<file path="config.mk">
export PLATFORM = sky130hd
export DESIGN_NAME = cgra_cfg_sequencer_flat
export DESIGN_NICKNAME = d
export VERILOG_FILES = /design/src/rtl/cgra_cfg_pkg.sv /design/src/rtl/cgra_cfg_if.sv /design/src/rtl/cgra_cfg_store.sv /design/src/rtl/cgra_cfg_sequencer.sv /design/src/flat_wrapper.sv
export SDC_FILE = /design/constraint.sdc
export NUM_CORES = 1
export LEC_CHECK = 0
export ABC_AREA = 1
export BUFFER_PORTS_ARGS = -buffer_cell sky130_fd_sc_hd__buf_4
export CORE_MARGIN = 2
export CORE_UTILIZATION = 30
export CTS_BUF_LIST = sky130_fd_sc_hd__clkbuf_8
export DETAILED_ROUTE_END_ITERATION = 10
export PLACE_DENSITY = 0.51
export SLEW_MARGIN = 20
export SYNTH_ARGS = -nofsm -noshare
export SYNTH_HDL_FRONTEND = slang
export SYNTH_HIERARCHICAL = 1
export SYNTH_SLANG_ARGS = --single-unit
</file>
<file path="constraint.sdc">
create_clock -name clk -period 5.7 [get_ports clk]
set_input_delay 0 -clock clk [delete_from_list [all_inputs] [get_ports clk]]
set_output_delay 0 -clock clk [all_outputs]
set_load 0.005 [all_outputs]
</file>
<file path="src/rtl/cgra_cfg_pkg.sv">
// Shared types for the CGRA configuration sequencer: the frame layout a PE decodes,
// the source and opcode encodings, and the sequencer FSM state.
package cgra_cfg_pkg;

    localparam int FRAME_WIDTH = 64;

    // Field order is MSB first, so op occupies bits [5:0] and reserved occupies [63:40].
    typedef struct packed {
        logic [23:0] reserved;
        logic [15:0] imm;
        logic        pred_inv;
        logic        pred_en;
        logic [3:0]  route;
        logic [3:0]  dst;
        logic [3:0]  src1;
        logic [3:0]  src0;
        logic [5:0]  op;
    } cfg_frame_t;

    localparam logic [3:0] SRC_N   = 4'd1;
    localparam logic [3:0] SRC_IMM = 4'd6;

    localparam logic [5:0] OP_ADD     = 6'd1;
    localparam logic [5:0] OP_SUB     = 6'd2;
    localparam logic [5:0] OP_MAC     = 6'd4;
    localparam logic [5:0] OP_CMP_GT  = 6'd10;
    localparam logic [5:0] OP_ACC_CLR = 6'd15;
    localparam logic [5:0] OP_LIF     = 6'd18;

    typedef enum logic [1:0] {
        ST_IDLE = 2'd0,
        ST_RUN  = 2'd1,
        ST_FIN  = 2'd2
    } seq_state_e;

    function automatic cfg_frame_t make_frame(input logic [5:0] op, input logic [3:0] src0,
                                              input logic [3:0] src1, input logic [3:0] dst,
                                              input logic [15:0] imm);
        cfg_frame_t f;
        f      = '0;
        f.op   = op;
        f.src0 = src0;
        f.src1 = src1;
        f.dst  = dst;
        f.imm  = imm;
        return f;
    endfunction

endpackage

</file>
<file path="src/rtl/cgra_cfg_if.sv">
// Host/PE-side signal bundle of the configuration sequencer; master is the host/PE side,
// slave is the sequencer.
interface cgra_cfg_if #(
    parameter int DEPTH      = 16,
    parameter int ITER_WIDTH = 8
);
    localparam int AW = $clog2(DEPTH);

    // config_valid/config_ready: a frame moves in any cycle where both are high. Once
    // config_valid is raised, config_valid and config_frame hold until that transfer
    // (or an abort/reset); config_ready may toggle freely and is never waited on by valid.
    logic                               wr_en;
    logic [AW-1:0]                      wr_addr;
    logic [cgra_cfg_pkg::FRAME_WIDTH-1:0] wr_data;
    logic                               wr_err;
    logic                               start;
    logic [AW:0]                        len;
    logic [ITER_WIDTH-1:0]              loop_count;
    logic                               abort;
    logic [cgra_cfg_pkg::FRAME_WIDTH-1:0] config_frame;
    logic                               config_valid;
    logic                               config_ready;
    logic                               busy;
    logic                               done;
    logic                               aborted;
    logic [ITER_WIDTH-1:0]              iter;
    cgra_cfg_pkg::seq_state_e           dbg_state;

    modport master (
        output wr_en, wr_addr, wr_data, start, len, loop_count, abort, config_ready,
        input  wr_err, config_frame, config_valid, busy, done, aborted, iter, dbg_state
    );

    modport slave (
        input  wr_en, wr_addr, wr_data, start, len, loop_count, abort, config_ready,
        output wr_err, config_frame, config_valid, busy, done, aborted, iter, dbg_state
    );

endinterface

</file>
<file path="src/rtl/cgra_cfg_store.sv">
// Frame store: DEPTH x W register array, one synchronous write port and one
// combinational read port. Contents are deliberately not reset.
module cgra_cfg_store #(
    parameter int DEPTH = 16,
    parameter int W     = 64
) (
    input  logic                     clk,
    input  logic                     we_i,
    input  logic [$clog2(DEPTH)-1:0] waddr_i,
    input  logic [W-1:0]             wdata_i,
    input  logic [$clog2(DEPTH)-1:0] raddr_i,
    output logic [W-1:0]             rdata_o
);

    logic [W-1:0] mem_q [DEPTH];

    always_ff @(posedge clk) begin
        if (we_i) begin
            mem_q[waddr_i] <= wdata_i;
        end
    end

    assign rdata_o = mem_q[raddr_i];

endmodule

</file>
<file path="src/rtl/cgra_cfg_sequencer.sv">
// Plays frames 0..len-1 of the frame store to a PE, loop_count passes, one frame per
// cycle when the PE is ready. The outgoing frame is registered so it holds across stalls.
module cgra_cfg_sequencer
    import cgra_cfg_pkg::*;
#(
    parameter int DEPTH      = 16,
    parameter int ITER_WIDTH = 8
) (
    input logic        clk,
    input logic        rst,
    cgra_cfg_if.slave  bus
);

    localparam int AW = $clog2(DEPTH);
    localparam int LW = AW + 1;
    localparam logic [LW-1:0] DEPTH_L = LW'(DEPTH);

    seq_state_e             state_q, state_d;
    logic [AW-1:0]          ptr_q, ptr_d;
    logic [ITER_WIDTH-1:0]  iter_q, iter_d;
    logic [LW-1:0]          len_q, len_d;
    logic [ITER_WIDTH-1:0]  passes_q, passes_d;
    logic [FRAME_WIDTH-1:0] frame_q, frame_d;
    logic                   valid_q, valid_d;
    logic                   done_q, done_d;
    logic                   aborted_q, aborted_d;
    logic                   wr_err_q, wr_err_d;

    logic                   store_we;
    logic [AW-1:0]          rd_addr;
    logic [FRAME_WIDTH-1:0] rd_data;
    logic                   xfer;
    logic                   ptr_last;
    logic                   iter_last;

    cgra_cfg_store #(
        .DEPTH (DEPTH),
        .W     (FRAME_WIDTH)
    ) u_store (
        .clk     (clk),
        .we_i    (store_we),
        .waddr_i (bus.wr_addr),
        .wdata_i (bus.wr_data),
        .raddr_i (rd_addr),
        .rdata_o (rd_data)
    );

    assign xfer      = valid_q && bus.config_ready;
    assign ptr_last  = ({1'b0, ptr_q} == (len_q - LW'(1)));
    assign iter_last = (iter_q == (passes_q - ITER_WIDTH'(1)));

    always_ff @(posedge clk) begin
        if (rst) begin
            state_q   <= ST_IDLE;
            ptr_q     <= '0;
            iter_q    <= '0;
            len_q     <= '0;
            passes_q  <= '0;
            frame_q   <= '0;
            valid_q   <= 1'b0;
            done_q    <= 1'b0;
            aborted_q <= 1'b0;
            wr_err_q  <= 1'b0;
        end else begin
            state_q   <= state_d;
            ptr_q     <= ptr_d;
            iter_q    <= iter_d;
            len_q     <= len_d;
            passes_q  <= passes_d;
            frame_q   <= frame_d;
            valid_q   <= valid_d;
            done_q    <= done_d;
            aborted_q <= aborted_d;
            wr_err_q  <= wr_err_d;
        end
    end

    always_comb begin
        state_d   = state_q;
        ptr_d     = ptr_q;
        iter_d    = iter_q;
        len_d     = len_q;
        passes_d  = passes_q;
        frame_d   = frame_q;
        valid_d   = valid_q;
        done_d    = 1'b0;
        aborted_d = 1'b0;
        wr_err_d  = 1'b0;
        store_we  = 1'b0;
        rd_addr   = '0;

        unique case (state_q)
            ST_IDLE: begin
                // A host write in the same cycle as start wins; start is dropped.
                if (bus.wr_en) begin
                    store_we = 1'b1;
                end else if (bus.start) begin
                    if (bus.len == '0) begin
                        state_d = ST_FIN;
                        done_d  = 1'b1;
                    end else begin
                        state_d  = ST_RUN;
                        valid_d  = 1'b1;
                        ptr_d    = '0;
                        iter_d   = '0;
                        len_d    = (bus.len > DEPTH_L) ? DEPTH_L : bus.len;
                        passes_d = (bus.loop_count == '0) ? ITER_WIDTH'(1) : bus.loop_count;
                        rd_addr  = '0;
                        frame_d  = rd_data;
                    end
                end
            end

            ST_RUN: begin
                wr_err_d = bus.wr_en;
                // Abort outranks a coincident transfer: that frame is delivered, nothing follows.
                if (bus.abort) begin
                    state_d   = ST_FIN;
                    valid_d   = 1'b0;
                    aborted_d = 1'b1;
                end else if (xfer) begin
                    if (!ptr_last) begin
                        ptr_d   = ptr_q + AW'(1);
                        rd_addr = ptr_q + AW'(1);
                        frame_d = rd_data;
                    end else if (!iter_last) begin
                        ptr_d   = '0;
                        iter_d  = iter_q + ITER_WIDTH'(1);
                        rd_addr = '0;
                        frame_d = rd_data;
                    end else begin
                        state_d = ST_FIN;
                        valid_d = 1'b0;
                        done_d  = 1'b1;
                    end
                end
            end

            ST_FIN: begin
                wr_err_d = bus.wr_en;
                state_d  = ST_IDLE;
            end

            default: begin
                state_d = ST_IDLE;
                valid_d = 1'b0;
            end
        endcase
    end

    assign bus.config_frame = frame_q;
    assign bus.config_valid = valid_q;
    assign bus.busy         = (state_q == ST_RUN);
    assign bus.done         = done_q;
    assign bus.aborted      = aborted_q;
    assign bus.wr_err       = wr_err_q;
    assign bus.iter         = iter_q;
    assign bus.dbg_state    = state_q;

endmodule

</file>
<file path="src/flat_wrapper.sv">
// flat-port wrapper written by rule: the top's interface ports become plain ports
module cgra_cfg_sequencer_flat import cgra_cfg_pkg::*;
#(
    parameter int DEPTH      = 16,
    parameter int ITER_WIDTH = 8
)
  (clk, rst, bus_wr_en, bus_wr_addr, bus_wr_data, bus_start, bus_len, bus_loop_count, bus_abort, bus_config_ready, bus_wr_err, bus_config_frame, bus_config_valid, bus_busy, bus_done, bus_aborted, bus_iter, bus_dbg_state);
  cgra_cfg_if #(.DEPTH(DEPTH), .ITER_WIDTH(ITER_WIDTH)) bus_i ();
  input logic clk;
  input logic rst;
  input wire logic [$bits(bus_i.wr_en)-1:0] bus_wr_en;
  input wire logic [$bits(bus_i.wr_addr)-1:0] bus_wr_addr;
  input wire logic [$bits(bus_i.wr_data)-1:0] bus_wr_data;
  input wire logic [$bits(bus_i.start)-1:0] bus_start;
  input wire logic [$bits(bus_i.len)-1:0] bus_len;
  input wire logic [$bits(bus_i.loop_count)-1:0] bus_loop_count;
  input wire logic [$bits(bus_i.abort)-1:0] bus_abort;
  input wire logic [$bits(bus_i.config_ready)-1:0] bus_config_ready;
  output wire logic [$bits(bus_i.wr_err)-1:0] bus_wr_err;
  output wire logic [$bits(bus_i.config_frame)-1:0] bus_config_frame;
  output wire logic [$bits(bus_i.config_valid)-1:0] bus_config_valid;
  output wire logic [$bits(bus_i.busy)-1:0] bus_busy;
  output wire logic [$bits(bus_i.done)-1:0] bus_done;
  output wire logic [$bits(bus_i.aborted)-1:0] bus_aborted;
  output wire logic [$bits(bus_i.iter)-1:0] bus_iter;
  output wire logic [$bits(bus_i.dbg_state)-1:0] bus_dbg_state;
  assign bus_i.wr_en = bus_wr_en;
  assign bus_i.wr_addr = bus_wr_addr;
  assign bus_i.wr_data = bus_wr_data;
  assign bus_i.start = bus_start;
  assign bus_i.len = bus_len;
  assign bus_i.loop_count = bus_loop_count;
  assign bus_i.abort = bus_abort;
  assign bus_i.config_ready = bus_config_ready;
  assign bus_wr_err = bus_i.wr_err;
  assign bus_config_frame = bus_i.config_frame;
  assign bus_config_valid = bus_i.config_valid;
  assign bus_busy = bus_i.busy;
  assign bus_done = bus_i.done;
  assign bus_aborted = bus_i.aborted;
  assign bus_iter = bus_i.iter;
  assign bus_dbg_state = bus_i.dbg_state;
  cgra_cfg_sequencer #(.DEPTH(DEPTH), .ITER_WIDTH(ITER_WIDTH)) u_core (.clk(clk), .rst(rst), .bus(bus_i));
endmodule
</file>
==> reports/metrics.yaml, run 1 <==
synth:
  synth.distinct_cells: 35
  yosys.area.top_type_share: 0.6367
  synth-seq-area-share: 0.6761
  synth_area_leaders: "edfxtp_1, nand2_1, nand3_1, inv_1, dfxtp_1"
  synthesis.area_mm2: 0.04830
  synth_seq_cells: 1119
  synth.net_count: 4845
  yosysWarnings: 6
  synthCells: 4751
  synth_top_area_cell: "edfxtp_1"
  avgSynthCellArea_um2: 10.17
critical_path:
  cp.arrival_ps: 4770
  startpoint_type: "flip-flop"
  rr_worst_depth: 16
  crit_path_end_kind: "flip-flop"
  path_class: "flip-flop to flip-flop"
  worstPathRequired_ps: 6530
  cp_max_fo: 94
finish:
  final_cell_area_mm2: 0.05712
  nets: 5207
  instances_no_fill: 7435
  layout_commonest_cell: "nand2_1"
  mostFrequentLayoutCells: "nand2_1, edfxtp_1, inv_1"
  area_growth_pct: 18.26
  drive_gt1_frac: 0.09312
route:
  drt_pass1_iterations: 6
  detail-route-antenna-nets: 0
  avgRoutedWirePerCell_um: 18.53
  num_vias: 33140
  drtIter0Drc: 2445
  vias_per_cell: 4.457
  wirelength_um: 137800
  drc: 0
global_route:
  antenna_found_initial: 13
  grt_pass1_vias: 31430
  grt_first_pass_wirelength_um: 204300
  grt_max_degree: 205
  track_usage: 0.1661
  overflow: 0
sta:
  slew_viol_final: 0
  fin_skew_ps: 42.67
  hold_ws_ps: 68.18
  max_slew_margin: 0.1996
  setup_tns_ps: 0
  max_freq_ghz: 0.2536
  post-route-min-period_ps: 3944
  worst_pin_slew_ps: 1201
  rsz0062_at_grt: "false"
  hold_violations: 0
  setup_violations: 0
  min_period_over_period: 0.6919
power:
  ir_drop_mv: 0.1513
  leakagePower_nw: 23.98
  power_mw: 17.16
  p_per_area_mw_per_mm2: 300.4
hold_path:
  hold_path_class: "input pin to flip-flop"
  hold_depth: 2
placement:
  placed_cells: 6888
  port_buffers: 165
  place_area_mm2: 0.05157
  hpwl_um: 67050
  gp_congestion: 0.7332
cts:
  cts-root-buf: "clkbuf_8"
  post_cts_buffers: 0
  clkTransAtPathRegs_ps: 60
  cts_num_sinks: 1119
  tritoncts: "yes"
  htree_levels: 4
  cts_inserted_buffers: 189
  clk_latency_ps: 900
  clk_path_buf_depth: 3
die:
  die_w_um: 405.2
  die-area_mm2: 0.1642
  pin_count: 166
  start_util: 0.3015
  core_mm2: 0.1602
  die_h_um: 405.2
  rows: 147
run_status:
  outcome: "finished, final reports clean"
run:
  cap_violations: 0
-- area by class of cell --
type                    count  area (um^2)
fillers                 16020       103100
clock inverters           148        778.2
multi-input cells        2569        11180
clock buffers             203         2794
diodes                      2        5.005
flip-flops and latches   1119        32650
well taps                2160         2703
inverters                 825         3134
repair buffers            409         3871
-- synth_stat cells --
cell type	number
a21oi_1	28
buf_1	11
buf_2	123
buf_4	18
buf_6	51
buf_8	1
clkbuf_1	34
clkinv_1	1
dfxtp_1	95
edfxtp_1	1024
ha_1	7
inv_1	814
inv_2	9
inv_6	1
nand2_1	1430
nand2_2	1
nand2_4	1
nand3_1	804
nand3_2	2
nand3b_1	2
nand4_1	6
nand4_2	1
nand4_4	1
nor2_1	181
nor2_2	4
nor2_4	2
nor2_8	1
nor3_1	5
nor4_1	1
o21a_1	1
o21ai_0	72
o21ai_1	5
o22ai_1	1
xnor2_1	6
xor2_1	7
-- metrics by stage --
step           setup slack, ps  utilization
6_report                  1756       0.3565
5_1_grt                   1402       0.3565
4_1_cts                   1737       0.3562
3_5_place_dp              1826       0.3219
3_3_place_gp              1884       0.3218
2_1_floorplan             1568            -
-- per-layer routing --
layer / vias up / global-route usage / share of wire
met5: - / 0 / 0.00078
met4: 18 / 0.04825 / 0.022
met3: 231 / 0.02993 / 0.054
met2: 858 / 0.2694 / 0.47
met1: 15920 / 0.2265 / 0.45
li1: 16120 / - / -
-- where the power goes --
group	internal, mW	leakage, nW	switching (mW)
registers	9.16	10.0	0.122
clock network	3.45	2.12	3.34
logic	0.394	11.8	0.688
-- cell families (layout without fill, tap and decap cells) --
family                     count (synthesis)  count (layout)  synth area share
and+or+nand+nor                         2442            2442            0.2131
DFF                                     1119            1119            0.6761
buffers and inverters                   1063            1585           0.09547
AOI/OAI and AO/OA                        107             107           0.01117
xor gates and xnor gates                  13              13          0.002358
adders and majority gates                  7               7          0.001813
other                                      0               2                 0
-- worst max-delay path, stage by stage (launching register included) --
cell and delay, ps:
dfxtp_1 330, inv_1 120, ha_1 420, inv_2 150, nor2_2 180, inv_2 70
nor2_2 140, inv_1 160, nor2_4 250, buf_12 440, buf_4 730, nand3_1 150
nand3_1 150, nand3_1 140, nand2_1 100, o21ai_0 80, nor2_1 110
-- state kept, by name, indices dropped and copies added (netlist names), 2 cells and up --
signal / flops
u_core/passes_q: 8
u_core/bus.config_frame: 64
u_core/bus.dbg_state: 2
u_core/u_store/mem_q: 1024
u_core/bus.iter: 8
u_core/ptr_q: 4
u_core/len_q: 5
-- final timing paths --
check	from	end	slack, ps
hold / removal	bus_wr_data[38]	u_core/u_store/mem_q[10][38]$_DFFE_PP_	70
setup reg to reg	u_core/bus.dbg_state[1]$_SDFFE_PP0P_	u_core/bus.config_frame[52]$_SDFFE_PP0P_	1760
hold reg to reg	u_core/bus.config_frame[1]$_SDFFE_PP0P_	u_core/bus.config_frame[1]$_SDFFE_PP0P_	480
setup / recovery	u_core/bus.dbg_state[1]$_SDFFE_PP0P_	u_core/bus.config_frame[52]$_SDFFE_PP0P_	1760
-- what timing repair did --
| item | in CTS | in global routing |
|---|---|---|
| gates resized for setup | 0 | 0 |
| hold buffers | 192 | 0 |
| hold endpoints to repair | 1253 | 0 |
Power figures use the tool's default switching activity.
==> run 2: changes to the inputs <==
Settings changed: PLACE_DENSITY 0.51 to 0.53.
Clock period 5.7 ns to 3.61 ns, I/O delays scaled along.
==> run 2 against run 1 <==
Against the previous run:
- combinational power up 63%
- count of clock-buffer cells in the layout up 4
- design area up 1.8%
- clock power up 62%
- flip-flop and latch count unchanged
- setup slack worse by 1500 ps
- fmax up 18%
- sequential power up 58%
- via count up 2.0%
==> reports/metrics.yaml, run 2 (same netlist as run 1, synthesis figures left out) <==
critical_path:
  worst-path-buf-inv: 5
  crit_slowest_cell: "dlygate4sd3_1"
  critPathTopFamily: "buffers and inverters"
  worstPathRequired_ps: 4410
  cp.arrival_ps: 4130
  startpoint_type: "flip-flop"
  rr_worst_depth: 10
  cp_max_fo: 20
  crit_path_end_kind: "flip-flop"
  cpPeakStageDelay_ps: 580
  cp.depth: 10
  path_cells: "inv_1 -> ha_1 -> inv_1 -> nor2_1 -> nand2_1 -> clkinv_1 -> nand3_1 -> dlygate4sd3_1 -> a21oi_1 -> dlygate4sd3_1"
  path_class: "flip-flop to flip-flop"
power:
  power_mw: 27.45
  p_clk_frac: 0.402
  combinationalPowerShare: 0.064
  intPower_mw: 20.81
  p_seq_frac: 0.534
  ir_drop_mv: 0.3511
  swShare: 0.2420
  switchingPower_mw: 6.642
  leakagePower_nw: 24.47
  p_per_area_mw_per_mm2: 472.3
global_route:
  grt_pass1_vias: 32330
  grt_first_pass_wirelength_um: 207200
  grt_max_degree: 130
  track_usage: 0.1675
  overflow: 0
  antenna_found_initial: 10
cts:
  cts-root-buf: "clkbuf_8"
  cts_inserted_buffers: 191
  htree_levels: 4
  post_cts_buffers: 0
  cts_resized: 0
  cts_num_sinks: 1119
  tritoncts: "yes"
  clk_latency_ps: 930
  ctsHoldBuffers: 200
  clkTransAtPathRegs_ps: 60
  clk_path_buf_depth: 3
sta:
  min_period_over_period: 0.9247
  fin_skew_ps: 47.41
  setup_violations: 0
  rsz0062_at_grt: "false"
  post-route-min-period_ps: 3338
  hold_ws_ps: 68.82
  max_freq_ghz: 0.2996
  finalWorstSetupSlack_ps: 272.0
  slew_viol_final: 0
  worst_pin_slew_ps: 791.1
  setup_tns_ps: 0
  hold_violations: 0
  max_slew_margin: 0.4726
hold_path:
  hold_path_class: "input pin to flip-flop"
  hold_depth: 2
finish:
  nets: 5275
  mostFrequentLayoutCells: "nand2_1, edfxtp_1, inv_1"
  drive_gt1_frac: 0.1052
  largest_register: "u_core/u_store/mem_q"
  instances_no_fill: 7512
  largest_reg_flops: 1024
  layout_commonest_cell: "nand2_1"
  area_growth_pct: 20.36
die:
  pin_count: 166
  die-area_mm2: 0.1642
  start_util: 0.3015
  core_mm2: 0.1602
  die_w_um: 405.2
  die_h_um: 405.2
  rows: 147
route:
  drt_pass1_iterations: 7
  wirelength_um: 138800
  vias_per_cell: 4.500
  avgRoutedWirePerCell_um: 18.48
  drtIter0Drc: 2709
  detail-route-antenna-nets: 0
  num_vias: 33810
  drc: 0
placement:
  gp_congestion: 0.8008
  pre_cts_slack_ps: 323.4
  placed_cells: 6948
  hpwl_um: 70900
  port_buffers: 165
run:
  cap_violations: 0
run_status:
  outcome: "finished, final reports clean"
-- run 2: cell count changes in the layout (fill, tap and decap cells not counted), moves of 2 or more --
cell           previous run  this run
buf_12                   24        54
buf_4                   192       221
bufinv_16                 3         5
clkbuf_8                203       207
clkinv_1                 39        35
clkinv_2                  8        15
clkinv_8                  2         4
diode_2                   2         8
dlygate4sd3_1           192       200
inv_1                   896       892
inv_4                     1         3
inv_6                     7         3
-- run 2: layout make-up --
type / count / area [um^2]
Antenna cell: 8 / 20.02
Clock buffer: 207 / 2849
Clock inverter: 149 / 850.8
Fill cell: 15970 / 102100
Inverter: 825 / 3133
Multi-Input combinational cell: 2569 / 11180
Sequential cell: 1119 / 32650
Tap cell: 2160 / 2703
Timing Repair Buffer: 475 / 4742
-- run 2: metrics by stage --
step,util,cell area (um^2)
2_1_floorplan,-,48300
3_3_place_gp,0.3271,52410
3_5_place_dp,0.3271,52410
4_1_cts,0.3627,58110
5_1_grt,0.3628,58120
6_report,0.3628,58130
-- run 2: routing by layer --
| metal | up-vias | share of wire | global-route usage |
|---|---|---|---|
| met5 | - | 0.00030 | 0 |
| met4 | 6 | 0.024 | 0.05106 |
| met3 | 227 | 0.060 | 0.03060 |
| met2 | 998 | 0.46 | 0.2688 |
| met1 | 16300 | 0.45 | 0.2297 |
| li1 | 16280 | - | - |
-- run 2: worst register-to-register path, stage by stage, from the launching register on --
cell and delay, ps:
dfxtp_1 380, inv_1 80, ha_1 280, inv_1 100, nor2_1 60, nand2_1 480, clkinv_1 470, nand3_1 190
dlygate4sd3_1 580, a21oi_1 70, dlygate4sd3_1 550
-- run 2: path summary, 6_finish.rpt --
check,startpoint,to,slack [ps]
hold / removal,bus_wr_data[37],u_core/u_store/mem_q[6][37]$_DFFE_PP_,70
setup / recovery,u_core/bus.dbg_state[0]$_SDFFE_PP0P_,u_core/len_q[0]$_SDFFE_PP0P_,270
hold reg to reg,u_core/bus.config_frame[56]$_SDFFE_PP0P_,u_core/bus.config_frame[56]$_SDFFE_PP0P_,480
setup reg to reg,u_core/bus.dbg_state[0]$_SDFFE_PP0P_,u_core/len_q[0]$_SDFFE_PP0P_,270
-- run 2: power by group through the flow --
stage / Combinational [mW] / Clock, mW / Sequential (mW)
2_1_floorplan: 0.686 / 0 / 14.9
4_1_cts: 1.79 / 11.3 / 14.7
3_3_place_gp: 1.57 / 0 / 14.9
6_report: 1.76 / 11.0 / 14.7
3_5_place_dp: 1.59 / 0 / 14.9
5_1_grt: 1.93 / 11.9 / 14.7
